==> config.mk <==
export PLATFORM = sky130hd
export DESIGN_NAME = udm_uart_tx_buf
export DESIGN_NICKNAME = d
export VERILOG_FILES = /design/src/rtl/udm_pkg.sv /design/src/rtl/udm_sync_fifo.sv /design/src/rtl/udm_uart_tx_buf.sv
export SDC_FILE = /design/constraint.sdc
export NUM_CORES = 1
export LEC_CHECK = 0
export ABC_AREA = 1
export BUFFER_PORTS_ARGS = -buffer_cell sky130_fd_sc_hd__buf_4
export CAP_MARGIN = 20
export CORE_MARGIN = 2
export CORE_UTILIZATION = 45
export DETAILED_ROUTE_END_ITERATION = 7
export GPL_ROUTABILITY_DRIVEN = 0
export SETUP_SLACK_MARGIN = 0.05
export SLEW_MARGIN = 20
export SYNTH_ARGS = -nofsm -noshare
export SYNTH_HDL_FRONTEND = slang
export SYNTH_SLANG_ARGS = --single-unit
==> constraint.sdc <==
create_clock -name clk_i -period 3.5 [get_ports clk_i]
set_input_delay 0.35 -clock clk_i [delete_from_list [all_inputs] [get_ports clk_i]]
set_output_delay 0.35 -clock clk_i [all_outputs]
set_load 0.03 [all_outputs]
==> src/rtl/udm_pkg.sv <==
// Shared definitions for the UDM serial link blocks.
package udm_pkg;

    // Parity selection for the UART transmitter.
    localparam int unsigned UDM_PAR_NONE = 0;
    localparam int unsigned UDM_PAR_ODD  = 1;
    localparam int unsigned UDM_PAR_EVEN = 2;

    // Transmit FSM states.
    typedef enum logic [2:0] {
        StIdle,
        StStart,
        StData,
        StPar,
        StStop
    } tx_state_e;

    // Width of an occupancy counter that must also hold the value "depth".
    function automatic int unsigned udm_level_width(input int unsigned depth);
        return $clog2(depth) + 1;
    endfunction

endpackage

==> src/rtl/udm_sync_fifo.sv <==
// Single-clock FIFO with registered full/empty/level. Pushes while full are rejected.
module udm_sync_fifo
    import udm_pkg::*;
#(
    parameter  int unsigned WIDTH = 8,
    parameter  int unsigned DEPTH = 16,
    localparam int unsigned AW    = $clog2(DEPTH),
    localparam int unsigned LW    = udm_level_width(DEPTH)
) (
    input  logic             clk_i,
    input  logic             rst_ni,
    input  logic             push_i,
    input  logic [WIDTH-1:0] wr_data_i,
    input  logic             pop_i,
    output logic [WIDTH-1:0] rd_data_o,
    output logic             full_o,
    output logic             empty_o,
    output logic [LW-1:0]    level_o
);

    logic [WIDTH-1:0] mem_q [DEPTH];
    logic [AW-1:0]    wr_ptr_q, rd_ptr_q;
    logic [LW-1:0]    level_q, level_d;
    logic             full_q, empty_q;
    logic             push_ok, pop_ok;

    assign push_ok = push_i & ~full_q;
    assign pop_ok  = pop_i & ~empty_q;

    // Next occupancy; a simultaneous push and pop cancel out.
    always_comb begin
        level_d = level_q;
        if (push_ok && !pop_ok) begin
            level_d = level_q + LW'(1);
        end else if (!push_ok && pop_ok) begin
            level_d = level_q - LW'(1);
        end
    end

    // Pointers and registered status flags; pointers wrap naturally (power-of-two depth).
    always_ff @(posedge clk_i or negedge rst_ni) begin
        if (!rst_ni) begin
            wr_ptr_q <= '0;
            rd_ptr_q <= '0;
            level_q  <= '0;
            full_q   <= 1'b0;
            empty_q  <= 1'b1;
        end else begin
            if (push_ok) wr_ptr_q <= wr_ptr_q + AW'(1);
            if (pop_ok)  rd_ptr_q <= rd_ptr_q + AW'(1);
            level_q <= level_d;
            full_q  <= (level_d == LW'(DEPTH));
            empty_q <= (level_d == '0);
        end
    end

    // Storage array; needs no reset because empty_o guards every read.
    always_ff @(posedge clk_i) begin
        if (push_ok) mem_q[wr_ptr_q] <= wr_data_i;
    end

    assign rd_data_o = mem_q[rd_ptr_q];
    assign full_o    = full_q;
    assign empty_o   = empty_q;
    assign level_o   = level_q;

endmodule

==> src/rtl/udm_uart_tx_buf.sv <==
// Buffered UART transmitter for the UDM debug link: write FIFO in front of a framing FSM
// whose bit period is latched from the auto-baud receiver at each frame start.
module udm_uart_tx_buf
    import udm_pkg::*;
#(
    parameter  int unsigned DATA_BITS  = 8,
    parameter  int unsigned FIFO_DEPTH = 16,
    parameter  int unsigned PARITY     = UDM_PAR_NONE,
    parameter  int unsigned STOP_BITS  = 1,
    parameter  int unsigned BP_WIDTH   = 29,
    localparam int unsigned LVL_W      = udm_level_width(FIFO_DEPTH)
) (
    input  logic                 clk_i,
    input  logic                 rst_ni,
    input  logic                 wr_en_i,
    input  logic [DATA_BITS-1:0] wr_data_bi,
    input  logic                 locked_i,
    input  logic [BP_WIDTH-1:0]  bitperiod_bi,
    input  logic                 ovf_clr_i,
    output logic                 tx_o,
    output logic                 busy_o,
    output logic                 empty_o,
    output logic                 full_o,
    output logic [LVL_W-1:0]     level_o,
    output logic                 tx_done_tick_o,
    output logic                 ovf_o
);

    localparam bit       HAS_PAR   = (PARITY != UDM_PAR_NONE);
    localparam bit       ODD_PAR   = (PARITY == UDM_PAR_ODD);
    localparam logic [3:0] LAST_DATA = 4'(DATA_BITS - 1);
    localparam logic [3:0] LAST_STOP = 4'(STOP_BITS - 1);

    tx_state_e            state_q;
    logic [DATA_BITS-1:0] shreg_q;
    logic                 par_q;
    logic [BP_WIDTH-1:0]  bp_q;
    logic [BP_WIDTH-1:0]  clk_cnt_q;
    logic [3:0]           bit_cnt_q;
    logic                 tx_q, busy_q, ovf_q;

    logic [DATA_BITS-1:0] fifo_rd_data;
    logic                 fifo_full, fifo_empty;
    logic [LVL_W-1:0]     fifo_level;

    logic                 bit_end, last_stop, start_ok, pop;
    logic                 par_bit;
    logic [BP_WIDTH-1:0]  bp_sel;

    udm_sync_fifo #(
        .WIDTH (DATA_BITS),
        .DEPTH (FIFO_DEPTH)
    ) u_fifo (
        .clk_i     (clk_i),
        .rst_ni    (rst_ni),
        .push_i    (wr_en_i),
        .wr_data_i (wr_data_bi),
        .pop_i     (pop),
        .rd_data_o (fifo_rd_data),
        .full_o    (fifo_full),
        .empty_o   (fifo_empty),
        .level_o   (fifo_level)
    );

    // Frame sequencing decode: end of the current bit, end of the frame, next-frame start.
    always_comb begin
        bit_end   = (clk_cnt_q == bp_q - BP_WIDTH'(1));
        last_stop = (state_q == StStop) && (bit_cnt_q == LAST_STOP) && bit_end;
        start_ok  = !fifo_empty && locked_i;
        pop       = start_ok && ((state_q == StIdle) || last_stop);
        par_bit   = (^fifo_rd_data) ^ ODD_PAR;
        // A zero bit period would never end a bit; clamp it to one clock.
        bp_sel    = (bitperiod_bi == '0) ? BP_WIDTH'(1) : bitperiod_bi;
    end

    // Framing FSM with bit and clock counters; tx/busy are registered.
    always_ff @(posedge clk_i or negedge rst_ni) begin
        if (!rst_ni) begin
            state_q   <= StIdle;
            shreg_q   <= '0;
            par_q     <= 1'b0;
            bp_q      <= '0;
            clk_cnt_q <= '0;
            bit_cnt_q <= '0;
            tx_q      <= 1'b1;
            busy_q    <= 1'b0;
        end else if (pop) begin
            // Load next word from IDLE or straight out of the last stop bit (no gap).
            state_q   <= StStart;
            shreg_q   <= fifo_rd_data;
            par_q     <= par_bit;
            bp_q      <= bp_sel;
            clk_cnt_q <= '0;
            bit_cnt_q <= '0;
            tx_q      <= 1'b0;
            busy_q    <= 1'b1;
        end else begin
            unique case (state_q)
                StIdle: begin
                    tx_q   <= 1'b1;
                    busy_q <= 1'b0;
                end
                StStart: begin
                    if (bit_end) begin
                        clk_cnt_q <= '0;
                        bit_cnt_q <= '0;
                        tx_q      <= shreg_q[0];
                        state_q   <= StData;
                    end else begin
                        clk_cnt_q <= clk_cnt_q + BP_WIDTH'(1);
                    end
                end
                StData: begin
                    if (bit_end) begin
                        clk_cnt_q <= '0;
                        if (bit_cnt_q == LAST_DATA) begin
                            bit_cnt_q <= '0;
                            if (HAS_PAR) begin
                                tx_q    <= par_q;
                                state_q <= StPar;
                            end else begin
                                tx_q    <= 1'b1;
                                state_q <= StStop;
                            end
                        end else begin
                            bit_cnt_q <= bit_cnt_q + 4'd1;
                            tx_q      <= shreg_q[1];
                            shreg_q   <= shreg_q >> 1;
                        end
                    end else begin
                        clk_cnt_q <= clk_cnt_q + BP_WIDTH'(1);
                    end
                end
                StPar: begin
                    if (bit_end) begin
                        clk_cnt_q <= '0;
                        bit_cnt_q <= '0;
                        tx_q      <= 1'b1;
                        state_q   <= StStop;
                    end else begin
                        clk_cnt_q <= clk_cnt_q + BP_WIDTH'(1);
                    end
                end
                StStop: begin
                    if (bit_end) begin
                        clk_cnt_q <= '0;
                        if (bit_cnt_q == LAST_STOP) begin
                            // Nothing to send (or link unlocked): go idle.
                            bit_cnt_q <= '0;
                            busy_q    <= 1'b0;
                            state_q   <= StIdle;
                        end else begin
                            bit_cnt_q <= bit_cnt_q + 4'd1;
                        end
                    end else begin
                        clk_cnt_q <= clk_cnt_q + BP_WIDTH'(1);
                    end
                end
                default: begin
                    state_q <= StIdle;
                    tx_q    <= 1'b1;
                    busy_q  <= 1'b0;
                end
            endcase
        end
    end

    // Sticky overflow flag; a dropped push beats a clear in the same cycle.
    always_ff @(posedge clk_i or negedge rst_ni) begin
        if (!rst_ni) begin
            ovf_q <= 1'b0;
        end else if (wr_en_i && fifo_full) begin
            ovf_q <= 1'b1;
        end else if (ovf_clr_i) begin
            ovf_q <= 1'b0;
        end
    end

    assign tx_o           = tx_q;
    assign busy_o         = busy_q;
    assign empty_o        = fifo_empty;
    assign full_o         = fifo_full;
    assign level_o        = fifo_level;
    assign tx_done_tick_o = last_stop;
    assign ovf_o          = ovf_q;

endmodule

==> impl_results.md <==
- Min cycle time layout: 3.14 ns
- Area share of the largest cell type after synthesis: 0.350
- Share of cells above drive strength 1: 0.115
- Critical path fanouts, max: 6
- Vias: 8,520
- Synth unique cells: 48
- Hold Path Origin: bitperiod_bi[24]
- Worst r2r src: bp_q[0]
- Lkg Pwr: 5.25 nW
- Most common cell in the netlist: nand2_1
- Hold Fails Final Rpt: 0
- Worst setup SP type: flop
- H-tree depth: 1
- Slew headroom: 0.418
- Clock power share: 0.242
- Combinational power share: 0.394
- Multi-input combinational cell area: 4320 um2
- Switching power: 4.19 mW
- Final wirelength: 27,100 um
- Via density: 5.28
- Critical path class: reg -> out
- Number of synthesized flops with an enable pin: 128
- Setup WS post-layout: 0.358 ns
- Req. time, crit path: 3.15 ns
- RSZ-0062 raised after global routing: false
- Top Ports: 53
- Rows: 57
- Final core occ: 0.522
- Vias in the first global route: 8,080
- Chip Height: 160 um
- CTS root buffer: clkbuf_16
- Hold slack: 0.0304 ns
- Final period util: 0.898
- CTS tree: built
- Deepest clock path buffer count: 3
- Skew final: 0.00866 ns
- Outcome: finished, final reports clean
- Area growth syn-to-layout: 14.7%
- Synthesized instance count: 1,209
- Num Clock Sinks: 219
- Post-synth top area cell: edfxtp_1
- Placed wire-length estimate: 18,600 um
- Internal: 6.05 mW
- Cts bufs inserted: 24
- Seq/Total Area, Yosys: 0.558
- Max_cap viols: 0
- Yosys warns: 0
- Residual overflow from global routing: 0
- Sw Ratio: 0.409
- Hold Path Class: in -> reg
- CP endpoint kind: primary output
- Antenna viol nets, final: 0
- Register area: 6120 um2
- Initial antenna violation count: 0
- Worst-path clk slew: 0.06 ns
- Layout fillers: 2,226
- CP arrival: 2.79 ns
- Synth area leaders: edfxtp_1 (35%), dfrtp_1 (20%), nand2_1 (11%), nor2_1 (5.3%), o21ai_0 (3.4%)
- DRC viols: 0
- Fin nets: 1,325
- Initial drt markers: 596
- F_max: 318 MHz
- Worst vdd ir: 0.000470 V
- #FFs+latches synth: 219
- Synth Net Count: 1,262
- Pre-antenna DRT Iters: 5
- Gr usage total: 0.211
- Worst Setup SP: bp_q[0]
- Prevailing post-synth register cell: edfxtp_1
- Die ar.: 25,600 um2
- Final Max Tran Viols: 0
- Total negative setup slack: 0 ns
- Worst-margin pin slew: 0.870 ns
- Starting density of the core: 0.455
- Core area: 24,100 um2
- Final setup vio count: 0
- Clk_lat worst skew: 0.52 ns
- Cell area after synthesis: 11,000 um2
- Die W: 160 um
- Post-synth top cells: nand2_1 (307), nor2_1 (154), edfxtp_1 (128)
- Share of flip-flops with an asynchronous set or reset: 0.416
- Largest net degree at the start of global routing: 79
- PortBufs: 52
- First-pass GRT wire length: 43,100 um
- Mean area per synthesized cell: 9.07 um2
- WL/cell: 16.8 um
- Pre-CTS WS: 0.158 ns
- PwrDens: 815 nW/um2
- Seq pwr share: 0.363
-- worst max-delay path, cell delays in order, from the launching register on --
cell     delay (ns)
dfrtp_1        0.37
inv_1          0.12
ha_2           0.25
nand3_2        0.15
nor2_4         0.19
nand2_2        0.12
nor2_4         0.13
nand2_1        0.06
nand2_1        0.07
nand3_1        0.07
nor2_1         0.19
nand4_2        0.22
inv_1          0.14
buf_4          0.17
-- through the flow --
step	area, um2	cells	power, mW
after floorplan	11000	1209	6.49
after CTS	12500	1608	10.2
after detailed placement	11700	1564	7.70
final	12600	1614	10.2
after global placement	11700	1564	7.69
after global routing	12600	1613	11.0
-- power groups by stage --
stage | clock (mW) | combinational, mW | sequential, mW
2_1_floorplan | 0 | 2.82 | 3.68
3_3_place_gp | 0 | 3.93 | 3.76
3_5_place_dp | 0 | 3.95 | 3.76
4_1_cts | 2.53 | 3.98 | 3.72
5_1_grt | 2.64 | 4.55 | 3.79
6_report | 2.48 | 4.04 | 3.72
-- registers in the layout (all words and copies together), names as in the netlist --
signal and cells:
bit_cnt_q 4, bp_q 29, busy_o 1, clk_cnt_q 29, ovf_o 1, shreg_q 8
state_q 3, tx_o 1, u_fifo.empty_o 1, u_fifo.full_o 1, u_fifo.level_o 5, u_fifo.mem_q 128
u_fifo.rd_ptr_q 4, u_fifo.wr_ptr_q 4
-- cell usage in the layout, fill, tap and decap left out, types with 2 or more instances in the layout --
master / count
bufinv_16: 3
nand2_1: 307
clkinv_2: 5
ha_1: 10
clkinv_1: 8
nor3b_1: 4
dfstp_2: 2
nand2_8: 3
a221oi_1: 11
dfrtp_1: 88
nor4_1: 14
o22ai_1: 9
buf_4: 68
nand3b_1: 12
o221ai_1: 7
buf_6: 2
xor2_1: 38
o21ai_0: 75
nand2_2: 7
clkbuf_1: 5
xnor2_1: 13
o21ai_1: 6
nor2_2: 7
nor2_4: 3
nor2_1: 153
nand3_2: 2
and3_1: 3
edfxtp_1: 128
nand4_1: 25
dlygate4sd3_1: 2
a31oi_1: 5
a21oi_1: 37
clkbuf_16: 24
nor3_1: 24
nand3_1: 59
inv_2: 6
inv_1: 92
or2_2: 3
o21bai_1: 2
-- what timing repair did --
| item | in CTS | in global routing |
|---|---|---|
| setup endpoints to repair | 0 | 24 |
| hold buffers | 1 | 1 |
| gates resized for setup | 0 | 5 |
| setup buffers | 0 | 4 |
| endpoints found under the hold margin | 1 | 74 |
-- logic make-up (layout without fill, tap and decap cells) --
family          after synthesis  after routing  synth area share
simple gates                632            632             0.255
flops                       219            219             0.558
compound gates              157            157            0.0821
buf+inv                     138            218            0.0501
xor+xnor                     51             51            0.0407
fa+ha+maj                    11             11            0.0125
mux                           1              1          0.000913
other cells                   0              1                 0
-- final cells by class --
cell class	instances	share of cell area
flip-flops and latches	219	0.487
multi-input cells	852	0.343
clock buffers	29	0.0492
repair buffers	73	0.0456
well taps	324	0.0322
inverters	102	0.0304
clock inverters	14	0.0122
diodes	1	0.000199
-- layer usage --
metal	global-route usage	up-vias	wire (um)
met2	0.319	230	11800
met3	0.0301	31	1750
li1	-	4214	-
met5	0	-	0
met1	0.328	4045	13100
met4	0.0381	0	428
-- final timing paths --
check                            endpoint  slack, ns  depth (start not counted)
hold reg to reg                shreg_q[4]       0.48                          2
hold / removal                   bp_q[24]       0.03                          3
min in group asynchronous         bp_q[9]       0.40                          2
max in group asynchronous    bit_cnt_q[2]       2.40                          3
setup reg to reg             bit_cnt_q[3]       0.37                         18
setup / recovery           tx_done_tick_o       0.36                         13
(Power assumes the default switching activity.)
